File: src/rtl/adder_initiator_if.sv
// Signal bundle between the adder initiator and its environment: operand
// stream in, adder drive/return, result stream out, and the check counters.
interface adder_initiator_if #(
  parameter int WIDTH = 32,
  parameter int CNT_W = 16
);
  logic             in_valid;
  logic             in_ready;
  logic [WIDTH-1:0] in_a;
  logic [WIDTH-1:0] in_b;
  logic [WIDTH-1:0] add_a;
  logic [WIDTH-1:0] add_b;
  logic [WIDTH-1:0] add_y;
  logic             out_valid;
  logic             out_ready;
  logic [WIDTH-1:0] out_y;
  logic             out_mismatch;
  logic             cnt_clr;
  logic [CNT_W-1:0] txn_count;
  logic [CNT_W-1:0] err_count;

  // Initiator side
  modport master (
    input  in_valid, in_a, in_b, add_y, out_ready, cnt_clr,
    output in_ready, add_a, add_b, out_valid, out_y, out_mismatch,
           txn_count, err_count
  );

  // Environment side: stimulus source, adder responder and result consumer
  modport slave (
    output in_valid, in_a, in_b, add_y, out_ready, cnt_clr,
    input  in_ready, add_a, add_b, out_valid, out_y, out_mismatch,
           txn_count, err_count
  );
endinterface

File: src/rtl/adder_initiator.sv
// Adder initiator: takes an operand pair, drives it to an adder, waits SETTLE
// cycles, samples the adder result, compares it with the expected sum and
// presents result plus mismatch flag. Keeps transaction and error counts.
module adder_initiator #(
  parameter int WIDTH  = 32,
  parameter int SETTLE = 1,
  parameter int CNT_W  = 16
) (
  input  logic               clk,
  input  logic               rst,
  adder_initiator_if.master  bus
);

  localparam int WAIT_W = (SETTLE > 1) ? $clog2(SETTLE) : 1;
  // Counter is loaded at the input handshake and the capture happens when it is 0,
  // so SETTLE-1 gives exactly SETTLE edges from handshake to sample.
  localparam logic [WAIT_W-1:0] WAIT_INIT = WAIT_W'(SETTLE - 1);

  typedef enum logic [1:0] {
    S_IDLE   = 2'd0,
    S_SETTLE = 2'd1,
    S_HOLD   = 2'd2
  } state_t;

  state_t            state_q, state_d;
  logic              in_ready_q, in_ready_d;
  logic [WAIT_W-1:0] wait_q, wait_d;
  logic [WIDTH-1:0]  add_a_q, add_a_d;
  logic [WIDTH-1:0]  add_b_q, add_b_d;
  // Expected sum is formed at the handshake so the capture edge only compares.
  logic [WIDTH-1:0]  exp_sum_q, exp_sum_d;
  logic              out_valid_q, out_valid_d;
  logic [WIDTH-1:0]  out_y_q, out_y_d;
  logic              mismatch_q, mismatch_d;
  logic [CNT_W-1:0]  txn_q, txn_d;
  logic [CNT_W-1:0]  err_q, err_d;
  logic              capture_s;
  logic              mismatch_s;

  // Next-state and next-output computation for the whole transaction FSM
  always_comb begin
    state_d     = state_q;
    wait_d      = wait_q;
    add_a_d     = add_a_q;
    add_b_d     = add_b_q;
    exp_sum_d   = exp_sum_q;
    out_valid_d = out_valid_q;
    out_y_d     = out_y_q;
    mismatch_d  = mismatch_q;
    txn_d       = txn_q;
    err_d       = err_q;
    capture_s   = 1'b0;
    mismatch_s  = (bus.add_y != exp_sum_q);

    case (state_q)
      S_IDLE: begin
        if (bus.in_valid) begin
          add_a_d   = bus.in_a;
          add_b_d   = bus.in_b;
          exp_sum_d = bus.in_a + bus.in_b;  // carry dropped by truncation
          wait_d    = WAIT_INIT;
          state_d   = S_SETTLE;
        end else begin
          state_d = S_IDLE;
        end
      end
      S_SETTLE: begin
        if (wait_q == {WAIT_W{1'b0}}) begin
          capture_s   = 1'b1;
          out_y_d     = bus.add_y;
          mismatch_d  = mismatch_s;
          out_valid_d = 1'b1;
          state_d     = S_HOLD;
        end else begin
          wait_d = wait_q - WAIT_W'(1);
        end
      end
      S_HOLD: begin
        if (bus.out_ready) begin
          out_valid_d = 1'b0;
          state_d     = S_IDLE;
        end else begin
          out_valid_d = 1'b1;
        end
      end
      default: begin
        out_valid_d = 1'b0;
        state_d     = S_IDLE;
      end
    endcase

    // Clear wins over a coincident capture; that capture goes uncounted.
    if (bus.cnt_clr) begin
      txn_d = {CNT_W{1'b0}};
      err_d = {CNT_W{1'b0}};
    end else if (capture_s) begin
      txn_d = txn_q + CNT_W'(1);
      if (mismatch_s && (err_q != {CNT_W{1'b1}})) begin
        err_d = err_q + CNT_W'(1);
      end else begin
        err_d = err_q;
      end
    end else begin
      txn_d = txn_q;
      err_d = err_q;
    end

    // Registered decode of the next state only; no input feeds in_ready directly.
    in_ready_d = (state_d == S_IDLE);
  end

  // State and output registers; reset discards any transaction in flight
  always_ff @(posedge clk or posedge rst) begin
    if (rst) begin
      state_q     <= S_IDLE;
      in_ready_q  <= 1'b1;
      wait_q      <= {WAIT_W{1'b0}};
      add_a_q     <= {WIDTH{1'b0}};
      add_b_q     <= {WIDTH{1'b0}};
      exp_sum_q   <= {WIDTH{1'b0}};
      out_valid_q <= 1'b0;
      out_y_q     <= {WIDTH{1'b0}};
      mismatch_q  <= 1'b0;
      txn_q       <= {CNT_W{1'b0}};
      err_q       <= {CNT_W{1'b0}};
    end else begin
      state_q     <= state_d;
      in_ready_q  <= in_ready_d;
      wait_q      <= wait_d;
      add_a_q     <= add_a_d;
      add_b_q     <= add_b_d;
      exp_sum_q   <= exp_sum_d;
      out_valid_q <= out_valid_d;
      out_y_q     <= out_y_d;
      mismatch_q  <= mismatch_d;
      txn_q       <= txn_d;
      err_q       <= err_d;
    end
  end

  assign bus.in_ready     = in_ready_q;
  assign bus.add_a        = add_a_q;
  assign bus.add_b        = add_b_q;
  assign bus.out_valid    = out_valid_q;
  assign bus.out_y        = out_y_q;
  assign bus.out_mismatch = mismatch_q;
  assign bus.txn_count    = txn_q;
  assign bus.err_count    = err_q;

endmodule

File: src/flat_wrapper.sv
// flat-port wrapper written by rule: the top's interface ports become plain ports
module adder_initiator_flat 
#(
  parameter int WIDTH  = 32,
  parameter int SETTLE = 1,
  parameter int CNT_W  = 16
)
  (clk, rst, bus_in_valid, bus_in_a, bus_in_b, bus_add_y, bus_out_ready, bus_cnt_clr, bus_in_ready, bus_add_a, bus_add_b, bus_out_valid, bus_out_y, bus_out_mismatch, bus_txn_count, bus_err_count);
  adder_initiator_if #(.WIDTH(WIDTH), .CNT_W(CNT_W)) bus_i ();
  input  logic clk;
  input  logic rst;
  input wire logic [$bits(bus_i.in_valid)-1:0] bus_in_valid;
  input wire logic [$bits(bus_i.in_a)-1:0] bus_in_a;
  input wire logic [$bits(bus_i.in_b)-1:0] bus_in_b;
  input wire logic [$bits(bus_i.add_y)-1:0] bus_add_y;
  input wire logic [$bits(bus_i.out_ready)-1:0] bus_out_ready;
  input wire logic [$bits(bus_i.cnt_clr)-1:0] bus_cnt_clr;
  output wire logic [$bits(bus_i.in_ready)-1:0] bus_in_ready;
  output wire logic [$bits(bus_i.add_a)-1:0] bus_add_a;
  output wire logic [$bits(bus_i.add_b)-1:0] bus_add_b;
  output wire logic [$bits(bus_i.out_valid)-1:0] bus_out_valid;
  output wire logic [$bits(bus_i.out_y)-1:0] bus_out_y;
  output wire logic [$bits(bus_i.out_mismatch)-1:0] bus_out_mismatch;
  output wire logic [$bits(bus_i.txn_count)-1:0] bus_txn_count;
  output wire logic [$bits(bus_i.err_count)-1:0] bus_err_count;
  assign bus_i.in_valid = bus_in_valid;
  assign bus_i.in_a = bus_in_a;
  assign bus_i.in_b = bus_in_b;
  assign bus_i.add_y = bus_add_y;
  assign bus_i.out_ready = bus_out_ready;
  assign bus_i.cnt_clr = bus_cnt_clr;
  assign bus_in_ready = bus_i.in_ready;
  assign bus_add_a = bus_i.add_a;
  assign bus_add_b = bus_i.add_b;
  assign bus_out_valid = bus_i.out_valid;
  assign bus_out_y = bus_i.out_y;
  assign bus_out_mismatch = bus_i.out_mismatch;
  assign bus_txn_count = bus_i.txn_count;
  assign bus_err_count = bus_i.err_count;
  adder_initiator #(.WIDTH(WIDTH), .SETTLE(SETTLE), .CNT_W(CNT_W)) u_core (.clk(clk), .rst(rst), .bus(bus_i));
endmodule
File: config.mk
export PLATFORM = sky130hd
export DESIGN_NAME = adder_initiator_flat
export DESIGN_NICKNAME = d
export VERILOG_FILES = /design/src/rtl/adder_initiator_if.sv /design/src/rtl/adder_initiator.sv /design/src/flat_wrapper.sv
export SDC_FILE = /design/constraint.sdc
export NUM_CORES = 1
export LEC_CHECK = 0
export CAP_MARGIN = 10
export CORE_MARGIN = 1
export CORE_UTILIZATION = 44
export DETAILED_ROUTE_END_ITERATION = 12
export GPL_ROUTABILITY_DRIVEN = 0
export PLACE_DENSITY = 0.77
export SLEW_MARGIN = 20
export SYNTH_ARGS = -nofsm -noshare
export SYNTH_HDL_FRONTEND = slang
export SYNTH_SLANG_ARGS = --single-unit
File: constraint.sdc
create_clock -name clk -period 6.15 [get_ports clk]
set_clock_uncertainty 0.15 [all_clocks]
set_input_delay 1.23 -clock clk [delete_from_list [all_inputs] [get_ports clk]]
set_output_delay 1.23 -clock clk [all_outputs]
set_load 0.01 [all_outputs]
==> impl_summary.txt, run 1 <==
----------------------------------------------------
[Detailed routing]
  Drt drc ... 0
  DR WL/cell ... 17.0 um
  DR iter-0 viols ... 385
  Count of TritonRoute iterations in the first routing pass ... 6
  Wire length reported by the detailed router ... 23300 um
  Total number of vias ... 7193
  Via count normalized by instance count ... 5.26
  Antenna-violating nets left ... 0

[Finish]
  Design Area, Final ... 0.0115 mm^2
  Area growth from synthesis to layout ... 36.5%
  Antenna cells ... 0
  Count of nets after finishing ... 1259
  Fillers ... 1615
  Sequential Area ... 0.00413 mm^2
  Multi-input logic area ... 0.00414 mm^2
  Fraction of layout cells with a size suffix above 1 ... 7.59%

[Floorplanning]
  Std-Cell Core Area ... 0.0188 mm^2
  Total I/O pin count ... 232
  Die height ... 141 um
  Effective utilization at floorplan ... 45.0%
  Standard-cell row count ... 50
  Horiz. Die Dim ... 141 um
  Die footprint ... 0.0198 mm^2

[GRT]
  Wire length of the first global-routing pass ... 37100 um
  Congestion Overflow GR ... 0
  Vias in the first global route ... 7006
  Antenna violations before repair ... 0
  Total GRT Usage ... 24.1%
  Largest net degree at the start of global routing ... 99
  Met3 Use GR ... 5.91%
  Global routing met2 resource utilization ... 38.6%
  GRT busiest layer ... met2
  Grt met1 use ... 32.7%

[Setup path]
  Worst path bufs/invs ... 1
  Origin of the critical flop-to-flop path ... u_core.state_q[1]$_DFF_PP0_
  List of cells traversed by the critical path ... clkdlybuf4s50_1, ha_1, a21oi_1, o21ai_1, a21oi_2, o31a_1, o31ai_4, a21oi_2, or3_1, a41oi_2
  CP startpoint kind ... primary input
  Worst r2r path cells ... 7
  Dominant cell type by count on the critical path ... sky130_fd_sc_hd__a21oi_2
  Maximum single-stage delay on the critical path ... 0.47 ns
  Arrival time of the worst setup path ... 4.04 ns
  Cell type of the slowest stage on the worst timing path ... sky130_fd_sc_hd__clkdlybuf4s50_1
  Max FO, Critical Path ... 5
  Worst R2R End ... u_core.bus.err_count[5]$_DFFE_PP0P_
  Worst Setup Path Type ... primary input to flop
  Critical path capture point type ... flop
  Stages on the worst setup path ... 10
  Cell family with most CP delay ... compound AO/OA/AOI/OAI gates
  Required time worst endpoint ... 6.35 ns
  Reg-to-reg slack, setup ... 3.11 ns

[STA]
  Max-slew headroom ... 33.1%
  Hold WS ... 0.325 ns
  Final count of pins violating max slew ... 0
  Min cycle time layout ... 3.84 ns
  Period utilisation layout ... 62.4%
  Count of final setup violators ... 0
  Worst Max-Slew Pin Slew ... 1.00 ns
  PnR worst setup slack ... 2.32 ns
  Number of hold violations in the final report ... 0
  Fmax ... 0.261 GHz
  Setup TNS ... 0 ns
  Setup repair after global routing missed its margin ... no

[Placed design]
  Pre-CTS setup slack ... 1.95 ns
  Instance area at placement ... 0.0110 mm^2
  Count of buffers from port buffering ... 231
  Detailed Place HPWL ... 17200 um

[Clock tree]
  Post-CTS sizing ... 0
  Clock Latency Late Sink ... 0.43 ns
  Clock Sink Count ... 165
  Cell chosen for the clock root ... sky130_fd_sc_hd__clkbuf_16
  Cts bufs inserted ... 17
  CTS hold repair buffers ... 0
  Clock edge transition at the registers on the reported setup and hold paths ... 0.07 ns
  Post-CTS Setup Inserts ... 0
  H-tree depth ... 4
  Buffers from clock root to sink, at most ... 2
  CTS tree ... done

[Logic synthesis]
  Cells after synthesis ... 903
  Distinct cell type count after synthesis ... 47
  Most used DFF post-synth ... sky130_fd_sc_hd__dfrtp_1
  Sequential area share after synthesis ... 48.9%
  Net count after synthesis ... 1042
  Number of synthesized register bits ... 165
  Post-synthesis async set-or-reset flop share ... 100%
  Post-Synthesis Mean Instance Area ... 9.36 um^2
  Synthesis Warnings ... 0
  Post-synth EDFFs ... 0
  Cell area after technology mapping ... 0.00845 mm^2

[Min path]
  Worst hold path endpoint ... u_core.bus.add_a[16]$_DFFE_PP0P_
  Instance count along the most critical hold path ... 2
  Start point of the worst min-delay path ... u_core.bus.add_a[16]$_DFFE_PP0P_
  Class of the most critical hold timing path ... flop to flop

[Run status]
  Outcome ... complete, no violations

[Power and ir drop]
  Max IR drop VDD ... 0.000232 V
  Cell leakage power ... 0.00520 uW
  PnR Total Power ... 4870 uW
  Pwr dens ... 422 mW/mm^2

[Run]
  Maxcap violations ... 0

----------------------------------------------------
-- cells in the mapped netlist (7+ instances only) --
library cell / number / area [um^2]
sky130_fd_sc_hd__a211oi_1: 8 / 60.1
sky130_fd_sc_hd__o21ai_1: 12 / 60.1
sky130_fd_sc_hd__nor3_1: 10 / 50.1
sky130_fd_sc_hd__clkbuf_1: 29 / 109
sky130_fd_sc_hd__nand3_1: 19 / 95.1
sky130_fd_sc_hd__buf_1: 7 / 26.3
sky130_fd_sc_hd__nor4_1: 8 / 50.1
sky130_fd_sc_hd__and3_1: 7 / 43.8
sky130_fd_sc_hd__xor2_1: 61 / 534
sky130_fd_sc_hd__a21oi_1: 41 / 205
sky130_fd_sc_hd__xnor2_1: 21 / 184
sky130_fd_sc_hd__mux2_2: 33 / 372
sky130_fd_sc_hd__inv_1: 14 / 52.6
sky130_fd_sc_hd__o21ai_0: 41 / 205
sky130_fd_sc_hd__nand4_1: 20 / 125
sky130_fd_sc_hd__a21o_1: 12 / 90.1
sky130_fd_sc_hd__nor2_1: 44 / 165
sky130_fd_sc_hd__dfrtp_1: 164 / 4100
sky130_fd_sc_hd__ha_1: 37 / 463
sky130_fd_sc_hd__or3_1: 7 / 43.8
sky130_fd_sc_hd__nand2_1: 257 / 965
-- worst max path at each step --
| stage | slack, ns | start | to |
|---|---|---|---|
| CTS | 2.37 | bus_in_a[0] | u_core.exp_sum_q[22]$_DFFE_PP0P_ |
| finish | 2.32 | bus_in_a[6] | u_core.exp_sum_q[29]$_DFFE_PP0P_ |
| global placement | 1.96 | bus_in_a[6] | u_core.exp_sum_q[29]$_DFFE_PP0P_ |
| floorplan | 0.31 | rst | u_core.bus.add_a[0]$_DFFE_PP0P_ |
| global route | 2.20 | bus_in_a[0] | u_core.exp_sum_q[22]$_DFFE_PP0P_ |
| detailed placement | 1.95 | bus_in_a[6] | u_core.exp_sum_q[29]$_DFFE_PP0P_ |
-- state kept, by name (all words and copies together) (netlist names) --
name	count
u_core.bus.in_ready	1
u_core.state_q	2
u_core.bus.err_count	16
u_core.bus.add_a	32
u_core.bus.out_y	32
u_core.bus.txn_count	16
u_core.exp_sum_q	32
u_core.bus.out_mismatch	1
u_core.bus.add_b	32
u_core.bus.out_valid	1
-- power by group --
group / internal [uW] / switching [uW]
sequential: 1530 / 272
clock: 565 / 485
combinational: 1050 / 964
total: 3140 / 1720
-- area by class of cell --
type                    instances  area share, %
clock buffers                  20           4.05
clock inverters                12          0.944
inverters                      14          0.499
multi-input cells             687           35.9
flip-flops and latches        165           35.8
well taps                     234           2.54
repair buffers                235           20.3
-- worst min-delay path, delay by kind of cell (launching register included) --
kind / cells / cell delay (ns)
flip-flops: 1 / 0.34
AND/OR/NAND/NOR: 2 / 0.11
-- through the flow --
stage,instances,util (%)
3_5_place_dp,1335,58.4
6_report,1367,61.4
2_1_floorplan,903,-
3_3_place_gp,1335,58.4
4_1_cts,1367,61.5
5_1_grt,1367,61.4
-- per-layer routing --
layer | up-vias | wire length [um]
met5 | - | 0
met4 | 0 | 408
met3 | 33 | 1670
met2 | 253 | 10700
met1 | 3412 | 10500
li1 | 3495 | -
-- cell families (layout without fill, tap and decap cells) --
group	Yosys count	in the layout	synth area share (%)
adder cells (fa/ha/maj)	38	38	5.72
buffers and inverters	51	281	2.28
multiplexers	37	37	4.87
XOR/XNOR	82	82	8.50
flip-flops	165	165	48.9
AND/OR/NAND/NOR	387	387	19.5
AO/OA/AOI/OAI	143	143	10.3
-- placed cells by master, fill, tap and decap left out, types with 2 or more instances in the layout --
master | synthesis | final
sky130_fd_sc_hd__clkinv_4 | 0 | 3
sky130_fd_sc_hd__nor3_1 | 10 | 10
sky130_fd_sc_hd__clkbuf_8 | 0 | 3
sky130_fd_sc_hd__inv_1 | 14 | 13
sky130_fd_sc_hd__nand3_1 | 19 | 19
sky130_fd_sc_hd__o21ai_1 | 12 | 12
sky130_fd_sc_hd__a211oi_1 | 8 | 8
sky130_fd_sc_hd__a21o_1 | 12 | 12
sky130_fd_sc_hd__and4_1 | 4 | 4
sky130_fd_sc_hd__buf_4 | 0 | 4
sky130_fd_sc_hd__o211ai_1 | 3 | 3
sky130_fd_sc_hd__mux2_2 | 33 | 33
sky130_fd_sc_hd__o21ai_0 | 41 | 41
sky130_fd_sc_hd__o22ai_1 | 2 | 2
sky130_fd_sc_hd__inv_6 | 0 | 7
sky130_fd_sc_hd__or3_1 | 7 | 7
sky130_fd_sc_hd__inv_8 | 0 | 2
sky130_fd_sc_hd__nand4_1 | 20 | 20
sky130_fd_sc_hd__nor4_1 | 8 | 8
sky130_fd_sc_hd__and3_1 | 7 | 7
sky130_fd_sc_hd__a21oi_2 | 2 | 2
sky130_fd_sc_hd__dfrtp_1 | 164 | 164
sky130_fd_sc_hd__or2_2 | 3 | 3
sky130_fd_sc_hd__ha_1 | 37 | 36
sky130_fd_sc_hd__a31oi_1 | 2 | 2
sky130_fd_sc_hd__nor2_1 | 44 | 44
sky130_fd_sc_hd__xor2_1 | 61 | 61
sky130_fd_sc_hd__o21bai_1 | 5 | 5
sky130_fd_sc_hd__clkdlybuf4s50_1 | 0 | 230
sky130_fd_sc_hd__xnor2_1 | 21 | 21
sky130_fd_sc_hd__nor2b_1 | 3 | 3
sky130_fd_sc_hd__o21a_1 | 5 | 5
sky130_fd_sc_hd__a21oi_1 | 41 | 41
sky130_fd_sc_hd__mux2i_1 | 4 | 4
sky130_fd_sc_hd__nor3b_1 | 3 | 3
sky130_fd_sc_hd__nand2_1 | 257 | 256
sky130_fd_sc_hd__clkbuf_16 | 0 | 17
No activity file was read; power rests on OpenSTA's default activity.
==> run 2: changes to the inputs <==
==> constraint.sdc (replaced) <==
create_clock -name clk -period 3.5 [get_ports clk]
set_clock_uncertainty 0.15 [all_clocks]
set_input_delay 0.7 -clock clk [delete_from_list [all_inputs] [get_ports clk]]
set_output_delay 0.7 -clock clk [all_outputs]
set_load 0.01 [all_outputs]
==> impl_summary.txt, run 2 (synthesis gave the netlist of run 1 again) <==
----------------------------------------------------
[Placed design]
  Count of buffers from port buffering ... 231 (unchanged)
  Detailed Place HPWL ... 17600 um (was 17200 um)
  Placed cells ... 1355 (was 1335)
  Pre-CTS setup slack ... -0.0552 ns (was 1.95 ns)
  Instance area at placement ... 0.0111 mm^2 (was 0.0110 mm^2)

[Detailed routing]
  Total number of vias ... 7265 (was 7193)
  DR WL/cell ... 16.5 um (was 17.0 um)
  Via count normalized by instance count ... 5.24 (was 5.26)
  Count of TritonRoute iterations in the first routing pass ... 5 (was 6)
  Drt drc ... 0 (unchanged)
  Wire length reported by the detailed router ... 22900 um (was 23300 um)
  DR iter-0 viols ... 438 (was 385)
  Antenna-violating nets left ... 0 (unchanged)

[Finish]
  Design Area, Final ... 0.0117 mm^2 (was 0.0115 mm^2)
  Fraction of layout cells with a size suffix above 1 ... 8.94% (was 7.59%)
  Antenna cells ... 0 (unchanged)
  Area growth from synthesis to layout ... 38.2% (was 36.5%)
  Leading cell types in the layout, fill and taps excluded ... 256 x sky130_fd_sc_hd__nand2_1, 231 x sky130_fd_sc_hd__clkdlybuf4s50_1, 164 x sky130_fd_sc_hd__dfrtp_1 (was 256 x sky130_fd_sc_hd__nand2_1, 230 x sky130_fd_sc_hd__clkdlybuf4s50_1, 164 x sky130_fd_sc_hd__dfrtp_1)
  Cell Count, Final, Fillers Out ... 1386 (was 1367)
  Leading cell type in the layout, fill and taps excluded ... sky130_fd_sc_hd__nand2_1 (unchanged)
  Count of nets after finishing ... 1279 (was 1259)
  Fillers ... 1569 (was 1615)

[STA]
  Worst Max-Slew Pin Slew ... 0.650 ns (was 1.00 ns)
  Max-slew headroom ... 56.7% (was 33.1%)
  Final count of pins violating max slew ... 0 (unchanged)
  Min cycle time layout ... 3.15 ns
  Hold WS ... 0.325 ns (about the same)
  Period utilisation layout ... 90.0%
  PnR worst setup slack ... 0.349 ns (was 2.32 ns)
  Setup repair after global routing missed its margin ... no (unchanged)
  Number of hold violations in the final report ... 0 (unchanged)
  Fmax ... 0.317 GHz
  Count of final setup violators ... 0 (unchanged)
  Setup TNS ... 0 ns (unchanged)

[Floorplanning]
  Die height ... 141 um (unchanged)
  Horiz. Die Dim ... 141 um (unchanged)
  Die footprint ... 0.0198 mm^2 (unchanged)
  Standard-cell row count ... 50 (unchanged)
  Total I/O pin count ... 232 (unchanged)
  Effective utilization at floorplan ... 45.0% (unchanged)
  Std-Cell Core Area ... 0.0188 mm^2 (unchanged)

[Clock tree]
  CTS tree ... done (unchanged)
  Buffers from clock root to sink, at most ... 2 (unchanged)
  H-tree depth ... 4 (unchanged)
  Cts bufs inserted ... 17 (unchanged)
  CTS hold repair buffers ... 0 (unchanged)
  Clock edge transition at the registers on the reported setup and hold paths ... 0.06 ns (was 0.07 ns)
  Cell chosen for the clock root ... sky130_fd_sc_hd__clkbuf_16 (unchanged)
  Clock Sink Count ... 165 (unchanged)
  Post-CTS Setup Inserts ... 0 (unchanged)
  Post-CTS sizing ... 0 (unchanged)
  Clock Latency Late Sink ... 0.42 ns (was 0.43 ns)

[GRT]
  Largest net degree at the start of global routing ... 94 (was 99)
  Antenna violations before repair ... 0 (unchanged)
  Vias in the first global route ... 6969 (was 7006)
  Congestion Overflow GR ... 0 (unchanged)
  Total GRT Usage ... 23.7% (was 24.1%)
  Wire length of the first global-routing pass ... 36500 um (was 37100 um)

[Power and ir drop]
  Cell leakage power ... 0.00528 uW (was 0.00520 uW)
  Switching power of the nets ... 2980 uW (was 1720 uW)
  Sw frac ... 35.0% (was 35.4%)
  Max IR drop VDD ... 0.000406 V (was 0.000232 V)
  Sequential group share of total power ... 37.2% (was 37.0%)
  Clock network fraction of design power ... 20.3% (was 21.6%)
  Internal power ... 5520 uW (was 3140 uW)
  Relative contribution of combinational cells to total power ... 42.5% (was 41.4%)
  Pwr dens ... 728 mW/mm^2 (was 422 mW/mm^2)

[Setup path]
  Worst r2r path cells ... 8 (was 7)
  Required time worst endpoint ... 3.63 ns (was 6.35 ns)
  Max FO, Critical Path ... 4 (was 5)
  Worst Setup Path Type ... primary input to flop (unchanged)
  Worst R2R End ... u_core.bus.err_count[5]$_DFFE_PP0P_ (unchanged)
  Reg-to-reg slack, setup ... 0.98 ns (was 3.11 ns)
  Origin of the critical flop-to-flop path ... u_core.state_q[1]$_DFF_PP0_ (unchanged)
  CP startpoint kind ... primary input (unchanged)
  Critical path capture point type ... flop (unchanged)
  Arrival time of the worst setup path ... 3.28 ns (was 4.04 ns)

[Min path]
  Start point of the worst min-delay path ... u_core.bus.add_b[7]$_DFFE_PP0P_ (was u_core.bus.add_a[16]$_DFFE_PP0P_)
  Class of the most critical hold timing path ... flop to flop (unchanged)
  Instance count along the most critical hold path ... 2 (unchanged)
  Worst hold path endpoint ... u_core.bus.add_b[7]$_DFFE_PP0P_ (was u_core.bus.add_a[16]$_DFFE_PP0P_)

[Run status]
  Outcome ... complete, no violations (unchanged)

[Run]
  Maxcap violations ... 0 (unchanged)

----------------------------------------------------
[run 2: per-layer routing]
metal / vias to the layer above / part of all wire, % / GRT usage (%)
met5: - / 0 / 0
met4: 0 / 1.9 / 7.84
met3: 34 / 7.0 / 5.40
met2: 279 / 46 / 37.8
met1: 3422 / 45 / 32.1
li1: 3530 / - / -
[run 2: cell type report]
type	count	area, um^2	share of cell area (%)
clock buffers	19	443	3.79
multi-input cells	687	4140	35.5
flip-flops and latches	165	4130	35.4
repair buffers	255	2520	21.6
inverters	14	56.3	0.482
clock inverters	12	96.3	0.825
well taps	234	293	2.51
[run 2: power by group through the flow]
stage | Sequential, uW | Combinational (uW) | Clock, uW
6_report | 3160 | 3610 | 1730
5_1_grt | 3250 | 3950 | 1840
4_1_cts | 3160 | 3650 | 1780
3_5_place_dp | 3180 | 3640 | 0
3_3_place_gp | 3170 | 3570 | 0
2_1_floorplan | 3390 | 1590 | 0
[run 2: how the worst max path moves through the flow]
stage,start,end,cells after the start
2_1_floorplan,rst,u_core.bus.add_a[0]$_DFFE_PP0P_,1
3_3_place_gp,bus_in_b[0],u_core.exp_sum_q[22]$_DFFE_PP0P_,11
3_5_place_dp,bus_in_b[0],u_core.exp_sum_q[28]$_DFFE_PP0P_,11
4_1_cts,bus_in_b[0],u_core.exp_sum_q[28]$_DFFE_PP0P_,11
5_1_grt,bus_in_b[0],u_core.exp_sum_q[26]$_DFFE_PP0P_,11
6_report,bus_in_b[0],u_core.exp_sum_q[26]$_DFFE_PP0P_,11
[run 2: critical path, cell delays in order]
cell                              delay, ns
sky130_fd_sc_hd__clkdlybuf4s50_1       0.43
sky130_fd_sc_hd__ha_1                  0.26
sky130_fd_sc_hd__fa_1                  0.41
sky130_fd_sc_hd__a211oi_1              0.27
sky130_fd_sc_hd__o21ai_1               0.18
sky130_fd_sc_hd__a211oi_1              0.25
sky130_fd_sc_hd__o21bai_1              0.16
sky130_fd_sc_hd__a211oi_1              0.26
sky130_fd_sc_hd__o21ai_1               0.11
sky130_fd_sc_hd__xnor2_1               0.17
sky130_fd_sc_hd__o21ai_1               0.07
[run 2: per-stage QoR]
step,utilization [%],power [uW]
floorplan,-,4980
global placement,59.3,6730
detailed placement,59.3,6820
CTS,62.2,8590
global route,62.2,9040
finish,62.2,8500
==> run 3: changes to the inputs <==
--- a/config.mk
+++ b/config.mk
@@ -10,7 +10,7 @@
 export CORE_UTILIZATION = 44
 export DETAILED_ROUTE_END_ITERATION = 12
 export GPL_ROUTABILITY_DRIVEN = 0
-export PLACE_DENSITY = 0.77
+export PLACE_DENSITY = 0.79
 export SLEW_MARGIN = 20
 export SYNTH_ARGS = -nofsm -noshare
 export SYNTH_HDL_FRONTEND = slang
==> impl_summary.txt, run 3 (synthesis gave the netlist of run 1 again) <==
----------------------------------------------------
[Power and ir drop]
  Sw frac ... 35.1% (was 35.0%)
  Switching power of the nets ... 3030 uW (was 2980 uW)
  Cell leakage power ... 0.00533 uW (was 0.00528 uW)
  Sequential group share of total power ... 36.5% (was 37.2%)
  Relative contribution of combinational cells to total power ... 41.9% (was 42.5%)
  Clock network fraction of design power ... 21.6% (was 20.3%)
  Pwr dens ... 735 mW/mm^2 (was 728 mW/mm^2)
  Max IR drop VDD ... 0.000399 V (was 0.000406 V)
  Internal power ... 5620 uW (was 5520 uW)

[GRT]
  Antenna violations before repair ... 0 (unchanged)
  Congestion Overflow GR ... 0 (unchanged)
  Largest net degree at the start of global routing ... 75 (was 94)
  Wire length of the first global-routing pass ... 37500 um (was 36500 um)
  Vias in the first global route ... 7288 (was 6969)
  Total GRT Usage ... 24.3% (was 23.7%)

[Setup path]
  Cell family with most CP delay ... compound AO/OA/AOI/OAI gates (unchanged)
  Maximum single-stage delay on the critical path ... 0.44 ns (was 0.43 ns)
  Cell type of the slowest stage on the worst timing path ... sky130_fd_sc_hd__clkdlybuf4s50_1 (unchanged)
  Dominant cell type by count on the critical path ... sky130_fd_sc_hd__o21ai_1
  CP startpoint kind ... primary input (unchanged)
  Required time worst endpoint ... 3.64 ns (was 3.63 ns)
  Worst path bufs/invs ... 1 (unchanged)
  Worst Setup Path Type ... primary input to flop (unchanged)
  List of cells traversed by the critical path ... clkdlybuf4s50_1, ha_1, fa_1, a211oi_1, o21ai_1, a21oi_1, o211ai_1, a31oi_1, o21ai_1, xnor2_1, o21ai_1 (was clkdlybuf4s50_1, ha_1, fa_1, a211oi_1, o21ai_1, a211oi_1, o21bai_1, a211oi_1, o21ai_1, xnor2_1, o21ai_1)
  Arrival time of the worst setup path ... 3.26 ns (was 3.28 ns)
  Max FO, Critical Path ... 3 (was 4)
  Critical path capture point type ... flop (unchanged)

[Finish]
  Fraction of layout cells with a size suffix above 1 ... 9.50% (was 8.94%)
  Leading cell type in the layout, fill and taps excluded ... sky130_fd_sc_hd__nand2_1 (unchanged)
  Count of nets after finishing ... 1284 (was 1279)
  Antenna cells ... 0 (unchanged)
  Multi-input logic area ... 0.00414 mm^2 (unchanged)
  Fillers ... 1606 (was 1569)
  Area growth from synthesis to layout ... 39.2% (was 38.2%)
  Design Area, Final ... 0.0118 mm^2 (was 0.0117 mm^2)
  Sequential Area ... 0.00413 mm^2 (unchanged)
  Leading cell types in the layout, fill and taps excluded ... 256 x sky130_fd_sc_hd__nand2_1, 231 x sky130_fd_sc_hd__clkdlybuf4s50_1, 164 x sky130_fd_sc_hd__dfrtp_1 (unchanged)

[Floorplanning]
  Horiz. Die Dim ... 141 um (unchanged)
  Die footprint ... 0.0198 mm^2 (unchanged)
  Effective utilization at floorplan ... 45.0% (unchanged)
  Std-Cell Core Area ... 0.0188 mm^2 (unchanged)
  Total I/O pin count ... 232 (unchanged)
  Die height ... 141 um (unchanged)
  Standard-cell row count ... 50 (unchanged)

[Detailed routing]
  Metal1 wirelength ... 10400 um (about the same)
  Via count normalized by instance count ... 5.24 (about the same)
  Max Used Layer ... met4 (unchanged)
  DR iter-0 viols ... 399 (was 438)
  Wire length reported by the detailed router ... 23100 um (was 22900 um)
  Total number of vias ... 7301 (was 7265)
  Met3 routed WL ... 1450 um (was 1600 um)
  Met2 wire length ... 10900 um (was 10500 um)
  Drt drc ... 0 (unchanged)
  Antenna-violating nets left ... 0 (unchanged)
  DR WL/cell ... 16.6 um (was 16.5 um)
  Count of TritonRoute iterations in the first routing pass ... 4 (was 5)

[Placed design]
  Pre-CTS setup slack ... 0.0131 ns (was -0.0552 ns)
  Instance area at placement ... 0.0112 mm^2 (was 0.0111 mm^2)
  Count of buffers from port buffering ... 231 (unchanged)
  Detailed Place HPWL ... 17700 um (was 17600 um)

[Run status]
  Outcome ... complete, no violations (unchanged)

[STA]
  Worst Max-Slew Pin Slew ... 0.690 ns (was 0.650 ns)
  Setup TNS ... 0 ns (unchanged)
  Final count of pins violating max slew ... 0 (unchanged)
  Fmax ... 0.320 GHz (was 0.317 GHz)
  Count of final setup violators ... 0 (unchanged)
  Min cycle time layout ... 3.12 ns (was 3.15 ns)
  Period utilisation layout ... 89.3% (was 90.0%)
  Number of hold violations in the final report ... 0 (unchanged)
  Max-slew headroom ... 54.0% (was 56.7%)
  Setup repair after global routing missed its margin ... no (unchanged)
  PnR worst setup slack ... 0.376 ns (was 0.349 ns)

[Clock tree]
  Clock Sink Count ... 165 (unchanged)
  Clock Latency Late Sink ... 0.43 ns (was 0.42 ns)
  Cell chosen for the clock root ... sky130_fd_sc_hd__clkbuf_16 (unchanged)
  Buffers from clock root to sink, at most ... 2 (unchanged)
  Post-CTS sizing ... 0 (unchanged)
  Cts bufs inserted ... 17 (unchanged)
  CTS hold repair buffers ... 0 (unchanged)
  Clock edge transition at the registers on the reported setup and hold paths ... 0.07 ns (was 0.06 ns)
  CTS tree ... done (unchanged)
  Post-CTS Setup Inserts ... 0 (unchanged)
  H-tree depth ... 4 (unchanged)

[Run]
  Maxcap violations ... 0 (unchanged)

[Min path]
  Class of the most critical hold timing path ... flop to flop (unchanged)

----------------------------------------------------
[run 3: tightest hold or removal path, stage by stage (launching register included)]
cell and delay, ns:
sky130_fd_sc_hd__dfrtp_1 0.34, sky130_fd_sc_hd__nand2_1 0.05, sky130_fd_sc_hd__nand2_1 0.05
[run 3: stage by stage]
step | cells | power [uW] | hold WS [ns] | util (%)
final | 1392 | 8650 | 0.321 | 62.7
after global routing | 1392 | 9200 | 0.348 | 62.7
after CTS | 1392 | 8720 | 0.328 | 62.7
after detailed placement | 1360 | 6840 | 0.312 | 59.6
after global placement | 1360 | 6740 | 0.307 | 59.6
after floorplan | 903 | 4980 | 0.316 | -
[run 3: cell type report]
type                       instances  area share (%)
tap                              234            2.49
timing repair buffer             260            21.8
clock buffer                      18            3.73
multi-input combinational        687            35.2
inverter                          14           0.479
clock inverter                    14            1.19
sequential                       165            35.1
[run 3: power groups by stage]
stage	clock network [uW]	logic [uW]	registers, uW
detailed placement	0	3650	3190
finish	1870	3620	3160
global placement	0	3580	3160
CTS	1890	3670	3160
floorplan	0	1590	3390
global route	1980	3970	3260
[run 3: final timing paths]
path                                             startpoint                             endpoint  slack (ns)  depth (start not counted)
setup / recovery                                bus_in_b[0]     u_core.exp_sum_q[22]$_DFFE_PP0P_        0.38                         11
hold / removal             u_core.bus.add_b[30]$_DFFE_PP0P_     u_core.bus.add_b[30]$_DFFE_PP0P_        0.32                          2
setup reg to reg                u_core.state_q[1]$_DFF_PP0_  u_core.bus.err_count[5]$_DFFE_PP0P_        1.00                          8
hold reg to reg            u_core.bus.add_b[30]$_DFFE_PP0P_     u_core.bus.add_b[30]$_DFFE_PP0P_        0.32                          2
max in group asynchronous                               rst     u_core.bus.add_b[31]$_DFFE_PP0P_        1.98                          3
min in group asynchronous                               rst     u_core.exp_sum_q[19]$_DFFE_PP0P_        0.50                          2
[run 3: layer usage]
| metal | global-route usage (%) | up-vias |
|---|---|---|
| li1 | - | 3558 |
| met1 | 31.8 | 3482 |
| met2 | 39.8 | 238 |
| met3 | 6.42 | 23 |
| met4 | 6.86 | 0 |
| met5 | 0 | - |
